`src/rtl/parking_occupancy_ctrl_pkg.sv`:
```
// Shared definitions for the gate front end: lane debounce states and lot defaults.
// The door-flashing block imports the same capacity constant.
package parking_occupancy_ctrl_pkg;

  typedef enum logic [1:0] {
    IDLE      = 2'd0,
    RISE_WAIT = 2'd1,
    HIGH      = 2'd2,
    FALL_WAIT = 2'd3
  } lane_state_e;

  localparam int unsigned CAPACITY_DEFAULT        = 40;
  localparam int unsigned DEBOUNCE_CYCLES_DEFAULT = 500000;
  localparam int unsigned CNT_W_DEFAULT           = 6;
  localparam int unsigned DB_W_DEFAULT            = 19;

endpackage

```
`src/rtl/parking_occupancy_ctrl_sensor_debounce.sv`:
```
// One sensor lane: 2-flop synchroniser, debounce FSM with stability counter,
// and a single-cycle registered pulse per accepted rising level.
module sensor_debounce
  import parking_occupancy_ctrl_pkg::*;
#(
  parameter int unsigned DEBOUNCE_CYCLES = DEBOUNCE_CYCLES_DEFAULT,
  parameter int unsigned DB_W            = DB_W_DEFAULT
) (
  input  logic clk,
  input  logic reset,
  input  logic raw,
  output logic pulse,
  output logic pulse_next
);

  localparam logic [DB_W-1:0] CNT_ZERO = {DB_W{1'b0}};
  localparam logic [DB_W-1:0] CNT_ONE  = {{(DB_W-1){1'b0}}, 1'b1};
  localparam logic [DB_W-1:0] CNT_LAST = DB_W'(DEBOUNCE_CYCLES - 1);

  logic        sync1_q, sync2_q;
  lane_state_e state_q, state_d;
  logic [DB_W-1:0] cnt_q, cnt_d;
  logic        pulse_q, pulse_d;

  // Next-state logic; the pulse fires on the cycle the rising level is accepted.
  always_comb begin
    state_d = state_q;
    cnt_d   = cnt_q;
    pulse_d = 1'b0;
    case (state_q)
      IDLE: begin
        if (sync2_q) begin
          state_d = RISE_WAIT;
          cnt_d   = CNT_ONE;
        end else begin
          cnt_d   = CNT_ZERO;
        end
      end
      RISE_WAIT: begin
        if (!sync2_q) begin
          state_d = IDLE;
          cnt_d   = CNT_ZERO;
        end else if (cnt_q == CNT_LAST) begin
          state_d = HIGH;
          cnt_d   = CNT_ZERO;
          pulse_d = 1'b1;
        end else begin
          cnt_d   = cnt_q + CNT_ONE;
        end
      end
      HIGH: begin
        if (!sync2_q) begin
          state_d = FALL_WAIT;
          cnt_d   = CNT_ONE;
        end else begin
          cnt_d   = CNT_ZERO;
        end
      end
      FALL_WAIT: begin
        // A glitch back high during the fall window is not a new vehicle.
        if (sync2_q) begin
          state_d = HIGH;
          cnt_d   = CNT_ZERO;
        end else if (cnt_q == CNT_LAST) begin
          state_d = IDLE;
          cnt_d   = CNT_ZERO;
        end else begin
          cnt_d   = cnt_q + CNT_ONE;
        end
      end
      default: begin
        state_d = IDLE;
        cnt_d   = CNT_ZERO;
      end
    endcase
  end

  // Synchroniser, FSM state, counter and pulse registers.
  always_ff @(posedge clk or negedge reset) begin
    if (!reset) begin
      sync1_q <= 1'b0;
      sync2_q <= 1'b0;
      state_q <= IDLE;
      cnt_q   <= CNT_ZERO;
      pulse_q <= 1'b0;
    end else begin
      sync1_q <= raw;
      sync2_q <= sync1_q;
      state_q <= state_d;
      cnt_q   <= cnt_d;
      pulse_q <= pulse_d;
    end
  end

  assign pulse      = pulse_q;
  assign pulse_next = pulse_d;

endmodule

```
`src/rtl/parking_occupancy_ctrl.sv`:
```
// Gate front end: debounces entry/exit loop sensors and keeps a saturating
// occupancy count with full/empty flags and rejection/underflow pulses.
module parking_occupancy_ctrl
  import parking_occupancy_ctrl_pkg::*;
#(
  parameter int unsigned CAPACITY        = CAPACITY_DEFAULT,
  parameter int unsigned DEBOUNCE_CYCLES = DEBOUNCE_CYCLES_DEFAULT,
  parameter int unsigned CNT_W           = CNT_W_DEFAULT,
  parameter int unsigned DB_W            = DB_W_DEFAULT
) (
  input  logic             clk,
  input  logic             reset,
  input  logic             entry_raw,
  input  logic             exit_raw,
  output logic             entry_sensor,
  output logic             exit_sensor,
  output logic             full,
  output logic             empty,
  output logic [CNT_W-1:0] occupancy,
  output logic             entry_rejected,
  output logic             underflow_err
);

  localparam logic [CNT_W-1:0] OCC_ZERO = {CNT_W{1'b0}};
  localparam logic [CNT_W-1:0] OCC_ONE  = {{(CNT_W-1){1'b0}}, 1'b1};
  localparam logic [CNT_W-1:0] OCC_CAP  = CNT_W'(CAPACITY);

  logic entry_next, exit_next;
  logic inc_s, dec_s;
  logic [CNT_W-1:0] occ_q, occ_d;
  logic full_q, full_d;
  logic empty_q, empty_d;
  logic rej_q, rej_d;
  logic uf_q, uf_d;

  sensor_debounce #(
    .DEBOUNCE_CYCLES(DEBOUNCE_CYCLES),
    .DB_W           (DB_W)
  ) u_entry_db (
    .clk       (clk),
    .reset     (reset),
    .raw       (entry_raw),
    .pulse     (entry_sensor),
    .pulse_next(entry_next)
  );

  sensor_debounce #(
    .DEBOUNCE_CYCLES(DEBOUNCE_CYCLES),
    .DB_W           (DB_W)
  ) u_exit_db (
    .clk       (clk),
    .reset     (reset),
    .raw       (exit_raw),
    .pulse     (exit_sensor),
    .pulse_next(exit_next)
  );

  // Occupancy uses the pre-update flags so the count lands with the sensor pulse.
  always_comb begin
    inc_s = entry_next & ~full_q;
    dec_s = exit_next & ~empty_q;
    occ_d = occ_q;
    if (inc_s && dec_s) begin
      occ_d = occ_q;
    end else if (inc_s) begin
      occ_d = occ_q + OCC_ONE;
    end else if (dec_s) begin
      occ_d = occ_q - OCC_ONE;
    end else begin
      occ_d = occ_q;
    end
    full_d  = (occ_d == OCC_CAP);
    empty_d = (occ_d == OCC_ZERO);
    rej_d   = entry_next & full_q;
    uf_d    = exit_next & empty_q;
  end

  // Count, flags and error pulses.
  always_ff @(posedge clk or negedge reset) begin
    if (!reset) begin
      occ_q   <= OCC_ZERO;
      full_q  <= 1'b0;
      empty_q <= 1'b1;
      rej_q   <= 1'b0;
      uf_q    <= 1'b0;
    end else begin
      occ_q   <= occ_d;
      full_q  <= full_d;
      empty_q <= empty_d;
      rej_q   <= rej_d;
      uf_q    <= uf_d;
    end
  end

  assign occupancy      = occ_q;
  assign full           = full_q;
  assign empty          = empty_q;
  assign entry_rejected = rej_q;
  assign underflow_err  = uf_q;

endmodule

```
`config.mk`:
```
export PLATFORM = sky130hd
export DESIGN_NAME = parking_occupancy_ctrl
export DESIGN_NICKNAME = d
export VERILOG_FILES = /design/src/rtl/parking_occupancy_ctrl_pkg.sv /design/src/rtl/parking_occupancy_ctrl_sensor_debounce.sv /design/src/rtl/parking_occupancy_ctrl.sv
export SDC_FILE = /design/constraint.sdc
export NUM_CORES = 1
export LEC_CHECK = 0
export CAP_MARGIN = 40
export CELL_PAD_IN_SITES_DETAIL_PLACEMENT = 2
export CELL_PAD_IN_SITES_GLOBAL_PLACEMENT = 2
export CORE_MARGIN = 3
export CORE_UTILIZATION = 42
export DETAILED_ROUTE_END_ITERATION = 12
export DONT_BUFFER_PORTS = 1
export GPL_TIMING_DRIVEN = 0
export HOLD_SLACK_MARGIN = 0.1
export PLACE_DENSITY_LB_ADDON = 0.1
export SKIP_LAST_GASP = 1
export SYNTH_ARGS = -nofsm -noshare
export SYNTH_HDL_FRONTEND = slang
export SYNTH_HIERARCHICAL = 1
export SYNTH_SLANG_ARGS = --single-unit
```
`constraint.sdc`:
```
create_clock -name clk -period 3.5 [get_ports clk]
set_input_delay 0.525 -clock clk [delete_from_list [all_inputs] [get_ports clk]]
set_output_delay 0.525 -clock clk [all_outputs]
set_load 0.05 [all_outputs]
```
# Yosys cells after proc, flatten, opt, wreduce, memory -nomap -nowiden
# Cells that the tools add are included.
[totals] register_bits=58 latch_bits=0 ram_bits=0 mem_bits_ro=0 in_bits=4 out_inout_bits=12 word_cells=83 memories=0
[classes] addsub=4 mul=0 div_mod_pow=0 n_lt_le_gt_ge=0 n_eq_ne=17 n_shift=0 n_mux=35 n_bitwise=6 reduce_logical=6
[op_table] op="one-hot mux 19 bit (4 select lines)" n=2
[op_table] op="2-to-1 mux 19 bit" n=6
[op_table] op="adder 19 x 1 -> 19 bit (second input constant)" n=2
[op_table] op="== test 19 bit (second input constant)" n=2
[op_table] op="2-to-1 mux 2 bit" n=12
[op_table] op="2-to-1 mux 6 bit" n=3
[op_table] op="one-hot mux 2 bit (4 select lines)" n=2
[op_table] op="2-to-1 mux 1 bit" n=10
[op_table] op="== test 2 bit (second input constant)" n=4
[op_table] op="AND reduction 4 bit" n=2
[op_table] op="adder 6 x 1 -> 6 bit (second input constant)" n=1
[op_table] op="== test 6 bit (second input constant)" n=1
[op_table] op="zero test 6 bit" n=1
[op_table] op="!= test 3 x 1 -> 1 bit (second input constant)" n=2
[op_table] op="!= test 3 bit (second input constant)" n=2
[op_table] op="subtractor 6 x 1 -> 6 bit (second input constant)" n=1
[op_table] op="bitwise AND 1 bit" n=4
[op_table] op="== test 2 x 1 -> 1 bit (second input constant)" n=2
[op_table] op="zero test 2 bit" n=2
[op_table] op="!= test 2 x 1 -> 1 bit (second input constant)" n=2
[op_table] op="!= test 2 bit (second input constant)" n=2
[op_table] op="inverter 1 bit" n=2
[op_table] op="logical AND 1 bit" n=1

# Logic depth before layout (Yosys ltp)
# Gate-level depths: netlist of the first run.
[depth] word_depth=9 depth_mapped=11 ltp_nobuf=10

# Modules after synthesis
# The synthesis of the first run kept the hierarchy.
[modules_own_cells] mod="sensor_debounce" n_inst=2 cells_per_inst=106 area_each_um2=1139.8 seq_area_each_um2=600.6
[modules_own_cells] mod="parking_occupancy_ctrl" n_inst=1 cells_per_inst=52 area_each_um2=529.3 seq_area_each_um2=251.5

# Worst setup path after synthesis of the first run
# Ideal clock, no wire load.
[synth_timing] kind="reg-to-reg" start="register u_exit_db.cnt_q[0]" end="register full_q (netlist: full)" setup_time_ns=0.068 t_arrival_ns=2.694 setup_slack_ns=0.738 path_stages_with_launch=12 period_less_slack_ns=2.762 path_cell_list="dfrtp_1 ha_1 and4_1 buf_4 and4b_1 nand4_1 nor3b_1 nor2b_2 nor2_1 or3_1 a32o_1 and4bb_1"
[synth_between] elab_chain_len=9
[synth_lines] item="start, declared" line="parking_occupancy_ctrl_sensor_debounce.sv:22" text="logic [DB_W-1:0] cnt_q, cnt_d;"
[synth_lines] item="start signal, assigned" line="parking_occupancy_ctrl_sensor_debounce.sv:90" text="cnt_q <= cnt_d;"
[synth_lines] item="== test 19 bit (*)" line="parking_occupancy_ctrl_sensor_debounce.sv:43" text="end else if (cnt_q == CNT_LAST) begin"
[synth_lines] item="2-to-1 mux 1 bit (*)" line="parking_occupancy_ctrl_sensor_debounce.sv:43"
[synth_lines] item="2-to-1 mux 1 bit (*)" line="parking_occupancy_ctrl_sensor_debounce.sv:40" text="if (!sync2_q) begin"
[synth_lines] item="2-to-1 mux 1 bit (*)" line="parking_occupancy_ctrl_sensor_debounce.sv:30" text="case (state_q)"
[synth_lines] item="net exit_next" line="parking_occupancy_ctrl.sv:28" text="logic entry_next, exit_next;"
[synth_lines] item="bitwise AND 1 bit (*)" line="parking_occupancy_ctrl.sv:61" text="dec_s = exit_next & ~empty_q;"
[synth_lines] item="2-to-1 mux 6 bit" line="parking_occupancy_ctrl.sv:67" text="end else if (dec_s) begin"
[synth_lines] item="2-to-1 mux 6 bit" line="parking_occupancy_ctrl.sv:65" text="end else if (inc_s) begin"
[synth_lines] item="2-to-1 mux 6 bit (*)" line="parking_occupancy_ctrl.sv:63" text="if (inc_s && dec_s) begin"
[synth_lines] item="== test 6 bit (*)" line="parking_occupancy_ctrl.sv:72" text="full_d = (occ_d == OCC_CAP);"
[synth_lines] item="net full_d" line="parking_occupancy_ctrl.sv:31" text="logic full_q, full_d;"
[synth_lines] item="end signal, assigned" line="parking_occupancy_ctrl.sv:88" text="full_q <= full_d;"
[synth_lines] item="end, declared" line="parking_occupancy_ctrl.sv:31"
# Mark *: on every way through the listed nets, which the timed path passes. The rest lies on a longest branch.
# A chain may end at the register's enable or synchronous reset.

# Worst setup path after layout of the first run
[layout_timing] start="register u_entry_db.cnt_q[0]" end="register full_q (netlist: full)"
[layout_between] elab_chain_len=8
[layout_lines] item="start, declared" line="parking_occupancy_ctrl_sensor_debounce.sv:22"
[layout_lines] item="start signal, assigned" line="parking_occupancy_ctrl_sensor_debounce.sv:90"
[layout_lines] item="== test 19 bit (*)" line="parking_occupancy_ctrl_sensor_debounce.sv:43"
[layout_lines] item="2-to-1 mux 1 bit (*)" line="parking_occupancy_ctrl_sensor_debounce.sv:43"
[layout_lines] item="2-to-1 mux 1 bit (*)" line="parking_occupancy_ctrl_sensor_debounce.sv:40"
[layout_lines] item="2-to-1 mux 1 bit (*)" line="parking_occupancy_ctrl_sensor_debounce.sv:30"
[layout_lines] item="net entry_next" line="parking_occupancy_ctrl.sv:28"
[layout_lines] item="bitwise AND 1 bit (*)" line="parking_occupancy_ctrl.sv:60" text="inc_s = entry_next & ~full_q;"
[layout_lines] item="2-to-1 mux 6 bit / logical AND 1 bit (equally long branches)" line="parking_occupancy_ctrl.sv:65, parking_occupancy_ctrl.sv:63"
[layout_lines] item="2-to-1 mux 6 bit (*)" line="parking_occupancy_ctrl.sv:63"
[layout_lines] item="== test 6 bit (*)" line="parking_occupancy_ctrl.sv:72"
[layout_lines] item="net full_d" line="parking_occupancy_ctrl.sv:31"
# Marked as above.

==> key figures, run 1 <==
Clock tree
  • CTS root buf: clkbuf_8
  • H-tree Lvls: 3
  • Cts bufs inserted: 9
  • Sink Count: 58
  • Clk buf depth: 2
  • Worst skew pair latency: 330 ps
  • Worst-path clk slew: 70 ps
  • CTS tree: built

Logic synthesis
  • Synthesized Nets: 272
  • Area leader, netlist: dfrtp_1
  • Synth cell types: 42
  • Sequential-to-total area share from yosys stat: between 50% and 60%
  • Post-Syn Area: between 2000 and 3000 µm²
  • Synth top area cells: dfrtp_1 (51%), xor2_1 (8.7%), nor2_1 (5.1%)
  • Post-synthesis cell count: 264
  • Post-synthesis register bit count: 58
  • Asr flop ratio synth: 100.0%
  • Post-synth EDFFs: 0
  • Most frequent cell after synthesis: dfrtp_1
  • Top cells by count, synth: dfrtp_1 (57), nor2_1 (38), xor2_1 (28), nand4_1 (16), nand2_1 (13)
  • Top FF cell, synth: dfrtp_1
  • Avg Cell Area, Syn: 10.64 µm²
  • Post-synth top area share: about half
  • Yosys warns: 6

Setup path
  • Buf/Inv on CP: 1
  • Highest cell delay on the worst timing path: 400 ps
  • CP Launch Type: flip-flop
  • Crit path launch: u_entry_db/cnt_q[0]
  • Crit-path max FO: 8
  • Critical path depth: 11
  • R2R setup slack: about 350 ps
  • Reg2reg path depth: 11
  • Worst Setup Path Type: reg -> reg
  • Worst Setup EP: full
  • Worst Path Required: 3760 ps
  • Worst R2R Start: u_entry_db/cnt_q[0]
  • WP data arrival: 3410 ps
  • Largest delay share family, worst path: simple AND/OR/NAND/NOR gates
  • Critical path's slowest cell: dfrtp_1
  • Crit path cell chain: ha_1 -> and4_1 -> buf_4 -> and4b_1 -> nand4_1 -> nor3b_2 -> nand2b_1 -> and3_1 -> or3_1 -> a32o_1 -> and4bb_1
  • Critical Path End Type: flip-flop
  • Worst r2r dst: full

Layout
  • Core Util, Final: 49.39%
  • Multi-input logic area: 1272 µm²
  • FILL cells: approximately 660
  • Register area: between 1000 and 1500 µm²
  • Fraction of layout cells with a size suffix above 1: 12.06%
  • Area delta synth->final: 12.92%
  • Final Net Count: 285
  • N_diodes: 0

Routing
  • DRC: 0
  • Drt first pass iters: 4
  • DR vias/cell: 5.772
  • DR vias: 2072
  • Wire length per cell: 18.29 µm
  • DRT Wirelength: 6.566 mm
  • Remaining antenna violation count after routing: 0
  • Initial drt markers: 68

Die
  • Starting Density: a little over two fifths
  • I/O pin total: 16
  • Die width: 87.78 µm
  • Die Height: 87.78 µm
  • Core area: 6422 µm²
  • Die area: 7705 µm²
  • FP Rows: 29

Timing
  • Fin crit period: 3150 ps
  • Worst Skew: 12.68 ps
  • Final Max Tran Viols: 0
  • Final-report hold violation count: 0
  • Sum Neg Setup Slack: 0 ps
  • Final setup fails: 0
  • Slew headroom: 57.59%
  • Tcrit/Tclk final: around 90%
  • Worst Tran Pin Value: 636.1 ps
  • Max Clk Rate: around 320 MHz
  • RSZ-0062 raised after global routing: false

GRT
  • Vias in the first global route: 2237
  • Grt total ovfl: 0
  • Largest net degree at the start of global routing: between 50 and 60
  • Total Routing Usage GR: between 15 and 20%
  • Initial antenna violation count: 0
  • First-pass GRT wire length: 10.94 mm

Flow run
  • Total of max-cap violations: 0

Placement
  • Dpl hpwl: 4.415 mm
  • Final Wtd Congestion: 0.7534
  • Buffers on Ports: 0

Outcome
  • Outcome: completed

Pwr
  • Peak VDD IR: 0.0002406 V
  • Pwr/cell area: 444.2 nW/µm²
  • P_leak: between 1 and 1.5 nW

Hold path
  • Hold Crit Class: in -> reg
## repair_timing
item | in CTS | in global routing
resized for setup | 0 | 2
hold buffers | 2 | 0
setup endpoints to repair | 0 | 2
endpoints found under the hold margin | 58 | 0
buffers inserted | 0 | 0
## state kept, by name, summed over array words and instances, names as in the netlist, named ones only
register / cells
occupancy: 6
full: 1
entry_rejected: 1
u_entry_db/state_q: 1
empty: 1
u_exit_db/state_q: 1
u_exit_db/pulse: 1
u_entry_db/cnt_q: 19
u_entry_db/pulse: 1
underflow_err: 1
u_entry_db/sync1_q: 1
u_entry_db/sync2_q: 1
u_exit_db/sync1_q: 1
u_exit_db/sync2_q: 1
u_exit_db/cnt_q: 19
## metrics by stage
| stage | instance area, µm² | setup slack [ps] | hold WS (ps) | cells | total power (W) |
|---|---|---|---|---|---|
| floorplan | 2809 | 738.2 | 229.4 | 264 | 0.0007150 |
| global placement | 2905 | 360.6 | 231.4 | 341 | 0.0007217 |
| detailed placement | 2905 | 229.7 | 231.7 | 341 | 0.0007231 |
| CTS | 3162 | 194.3 | 203.9 | 359 | 0.001430 |
| global route | 3172 | 161.7 | 203.4 | 359 | 0.001468 |
| finish | 3172 | 350.1 | 222.4 | 359 | 0.001409 |
## area by class of cell
| class | count | share of cell area [%] |
|---|---|---|
| Sequential cell | 58 | 45.80 |
| Multi-Input combinational cell | 193 | 40.12 |
| Clock buffer | 11 | 4.458 |
| Tap cell | 77 | 3.037 |
| Clock inverter | 5 | 2.446 |
| Buffer | 8 | 2.367 |
| Timing Repair Buffer | 2 | 1.183 |
| Inverter | 5 | 0.5917 |
## worst min-delay path by stage
stage              start  depth (start not counted)                    to
2_1_floorplan      reset                          0        entry_rejected
3_3_place_gp       reset                          0  u_entry_db/cnt_q[16]
3_5_place_dp       reset                          0  u_entry_db/cnt_q[16]
4_1_cts         exit_raw                          0     u_exit_db/sync1_q
5_1_grt        entry_raw                          0    u_entry_db/sync1_q
6_report        exit_raw                          0     u_exit_db/sync1_q
## kinds of logic after synthesis
kind of cell	count (synthesis)	synth area share [%]
AOI/OAI and AO/OA	25	6.058
xor gates and xnor gates	34	10.60
adders and majority gates	4	1.782
buffers and inverters	13	3.341
DFF	58	51.72
muxes	2	0.8017
and+or+nand+nor	128	25.70
## worst register-to-register path: stages, from the launching register on
cell and delay [ps]:
dfrtp_1 400, ha_1 220, and4_1 210, buf_4 160
and4b_1 230, nand4_1 190, nor3b_2 370, nand2b_1 180
and3_1 230, or3_1 380, a32o_1 250, and4bb_1 270
## layout by cell type (no fill, tap or decap), types with 5 or more instances in the layout
| cell | instances |
|---|---|
| o21ai_0 | 5 |
| nand2_1 | 13 |
| nor2_1 | 38 |
| nand3_1 | 11 |
| inv_1 | 5 |
| and2_1 | 7 |
| nor4_1 | 5 |
| xor2_1 | 28 |
| xnor2_1 | 6 |
| clkbuf_8 | 10 |
| dfrtp_1 | 57 |
| and4_1 | 8 |
| nand4_1 | 16 |
## report_power, final
group / internal, W / switching (W)
Combinational: 0.0000149 / 0.0000281
Clock: 0.000418 / 0.000263
Sequential: 0.000678 / 0.00000687
Total: 0.00111 / 0.000298
## per-layer routing
| layer | global-route usage [%] | routed length (µm) | up-vias |
|---|---|---|---|
| li1 | - | - | 966 |
| met1 | 25.34 | 3121 | 1065 |
| met2 | 28.56 | 3151 | 33 |
| met3 | 4.139 | 207 | 8 |
| met4 | 7.950 | 85 | 0 |
| met5 | 0 | 0 | - |
Note: power is estimated with default switching activity, not from simulation.
==> run 2: changes to the inputs <==
CELL_PAD_IN_SITES_DETAIL_PLACEMENT = unset   (was 2)
CELL_PAD_IN_SITES_GLOBAL_PLACEMENT = unset   (was 2)
CORE_UTILIZATION = 55   (was 42)
==> run 2 against run 1 <==
Effect of this change:
- global-route usage grew 0.19 points
- routed wire length decreased by 23%
- non-clock buffer count stayed put
- register-to-register slack is essentially flat
- die area shrank 22%
- combinational power is 5.6% lower
- critical path type unchanged
- critical endpoint unchanged
- largest power group is now clock
==> key figures, run 2 (synthesis gave the netlist of run 1 again) <==
Layout
  • N_diodes: 0
  • Finished layout cell area: 3184 µm²
  • Most frequent cells in the layout: dfrtp_1 (57), nor2_1 (38), xor2_1 (28), nand4_1 (16), nand2_1 (13)
  • Multi-input logic area: 1267 µm²
  • Commonest non-fill, non-tap cell in the layout: dfrtp_1
  • Area delta synth->final: 13.36%
  • FILL cells: 392
  • Fraction of layout cells with a size suffix above 1: 12.06%
  • Core Util, Final: 66.10%
  • Final Net Count: 285
  • Register area: 1453 µm²

Die
  • Core area: 4817 µm²
  • Starting Density: 58.31%
  • Die width: about 77 µm
  • FP Rows: 25
  • Die Height: around 77 µm
  • I/O pin total: 16
  • Die area: 6001 µm²

Placement
  • Dpl hpwl: between 3 and 4 mm
  • Final Wtd Congestion: 0.7606
  • Buffers on Ports: 0
  • DP Area: 2893 µm²

Setup path
  • Worst Path Required: 3770 ps
  • Reg2reg path depth: 11
  • Critical Path End Type: flip-flop
  • Crit-path max FO: 8
  • R2R setup slack: between 300 and 400 ps
  • Worst R2R Start: u_exit_db/cnt_q[0]
  • WP data arrival: about 3400 ps
  • CP Launch Type: flip-flop
  • Worst r2r dst: full
  • Worst Setup Path Type: reg -> reg

GRT
  • Largest net degree at the start of global routing: 59
  • Total Routing Usage GR: 18.79%
  • Initial antenna violation count: 0
  • First-pass GRT wire length: 8.956 mm
  • Vias in the first global route: about 2000
  • Grt total ovfl: 0

Outcome
  • Outcome: completed

Timing
  • Worst Tran Pin Value: between 600 and 700 ps
  • Fin crit period: around 3200 ps
  • Tcrit/Tclk final: 90.32%
  • Final setup fails: 0
  • Sum Neg Setup Slack: 0 ps
  • Max Clk Rate: 316.3 MHz
  • Final-report hold violation count: 0
  • Worst Skew: 9.546 ps
  • Hold Slack: 212.8 ps
  • Final Max Tran Viols: 0
  • RSZ-0062 raised after global routing: false
  • Slew headroom: a little under 60%

Flow run
  • Total of max-cap violations: 0

Routing
  • DRC: 0
  • Initial drt markers: approximately 110
  • DR vias/cell: 5.648
  • Wire length per cell: 14.46 µm
  • Drt first pass iters: 4
  • DRT Wirelength: 5.045 mm
  • Remaining antenna violation count after routing: 0
  • DR vias: a little under 2000

Pwr
  • Comb power frac: 2.7%
  • Clock power frac: 51.1%
  • Psw: just over 0.0003 W
  • Int Pwr: 0.001171 W
  • Peak VDD IR: 0.0004285 V
  • Pwr/cell area: around 470 nW/µm²
  • Sw Ratio: 21.02%
  • P_leak: 1.371 nW
  • Sequential share of power: between 40% and 50%

Clock tree
  • CTS root buf: clkbuf_8
  • Cts bufs inserted: 9
  • H-tree Lvls: 3
  • CTS tree: built
  • Worst-path clk slew: around 70 ps
  • Worst skew pair latency: roughly 330 ps
  • Sink Count: 58
  • Clk buf depth: 2

Hold path
  • Hold Crit Class: in -> reg
  • WHS Endpoint: u_exit_db/sync1_q
  • Worst hold path depth: 0
  • Worst Min Path Start: exit_raw
## run 2: changes by cell type in the layout (fill, tap and decap cells not counted), sizes merged
cell | previous run | this run
bufinv | 2 | 3
clkinv | 2 | 3
clkinvlp | 1 | 0
inv | 5 | 6
clkbuf | 11 | 9
## run 2: power groups by stage
stage | Combinational [W] | Sequential, W | Clock [W]
finish | 0.0000406 | 0.000684 | 0.000758
global route | 0.0000473 | 0.000684 | 0.000811
CTS | 0.0000422 | 0.000684 | 0.000774
detailed placement | 0.0000240 | 0.000697 | 0
global placement | 0.0000242 | 0.000696 | 0
floorplan | 0.0000198 | 0.000695 | 0
## run 2: per-layer routing
metal  global-route usage (%)  vias up  part of all wire [%]  wire length, µm
li1                         -      968                     -                -
met1                    25.50      959                    51             2558
met2                    28.24       33                    44             2224
met3                    4.060       11                   3.2              162
met4                    9.964        0                   2.0               99
met5                        0        -                     0                0
## run 2: worst max-delay path by stage
stage	startpoint	end	slack, ps	cells after the start
3_5_place_dp	u_entry_db/cnt_q[0]	full	340	11
3_3_place_gp	u_exit_db/cnt_q[0]	full	350	11
5_1_grt	u_exit_db/cnt_q[0]	full	50	11
6_report	u_exit_db/cnt_q[0]	full	340	11
4_1_cts	u_exit_db/cnt_q[0]	full	300	11
2_1_floorplan	u_exit_db/cnt_q[0]	full	740	11
## run 2: metrics by stage
step | power, W | instances | worst slack [ps]
after floorplan | 0.0007150 | 264 | 738.2
after global placement | 0.0007206 | 331 | 351.0
after detailed placement | 0.0007206 | 331 | 343.7
after CTS | 0.001500 | 349 | 302.1
after global routing | 0.001543 | 349 | 47.39
final | 0.001482 | 349 | 338.7
## run 2: layout make-up
cell class / instances / area share, %
buffer: 8 / 2.358
inverter: 5 / 0.5894
clock buffer: 9 / 3.890
timing repair buffer: 2 / 1.179
clock inverter: 7 / 3.929
multi-input combinational: 193 / 39.80
tap: 67 / 2.633
sequential: 58 / 45.62
## run 2: timing repair
item	in CTS	in global routing
gates resized for setup	0	1
setup endpoints to repair	0	1
setup buffers	0	0
hold buffers	2	0
hold endpoints to repair	58	0
## run 2: critical path: stages, from the launching register on
cell      delay, ps
dfrtp_1         390
ha_1            210
and4_1          200
buf_4           150
and4b_1         220
nand4_1         160
nor3b_1         420
nor2b_2         280
nor2_1          110
or3_1           390
a32o_1          290
and4bb_1        260
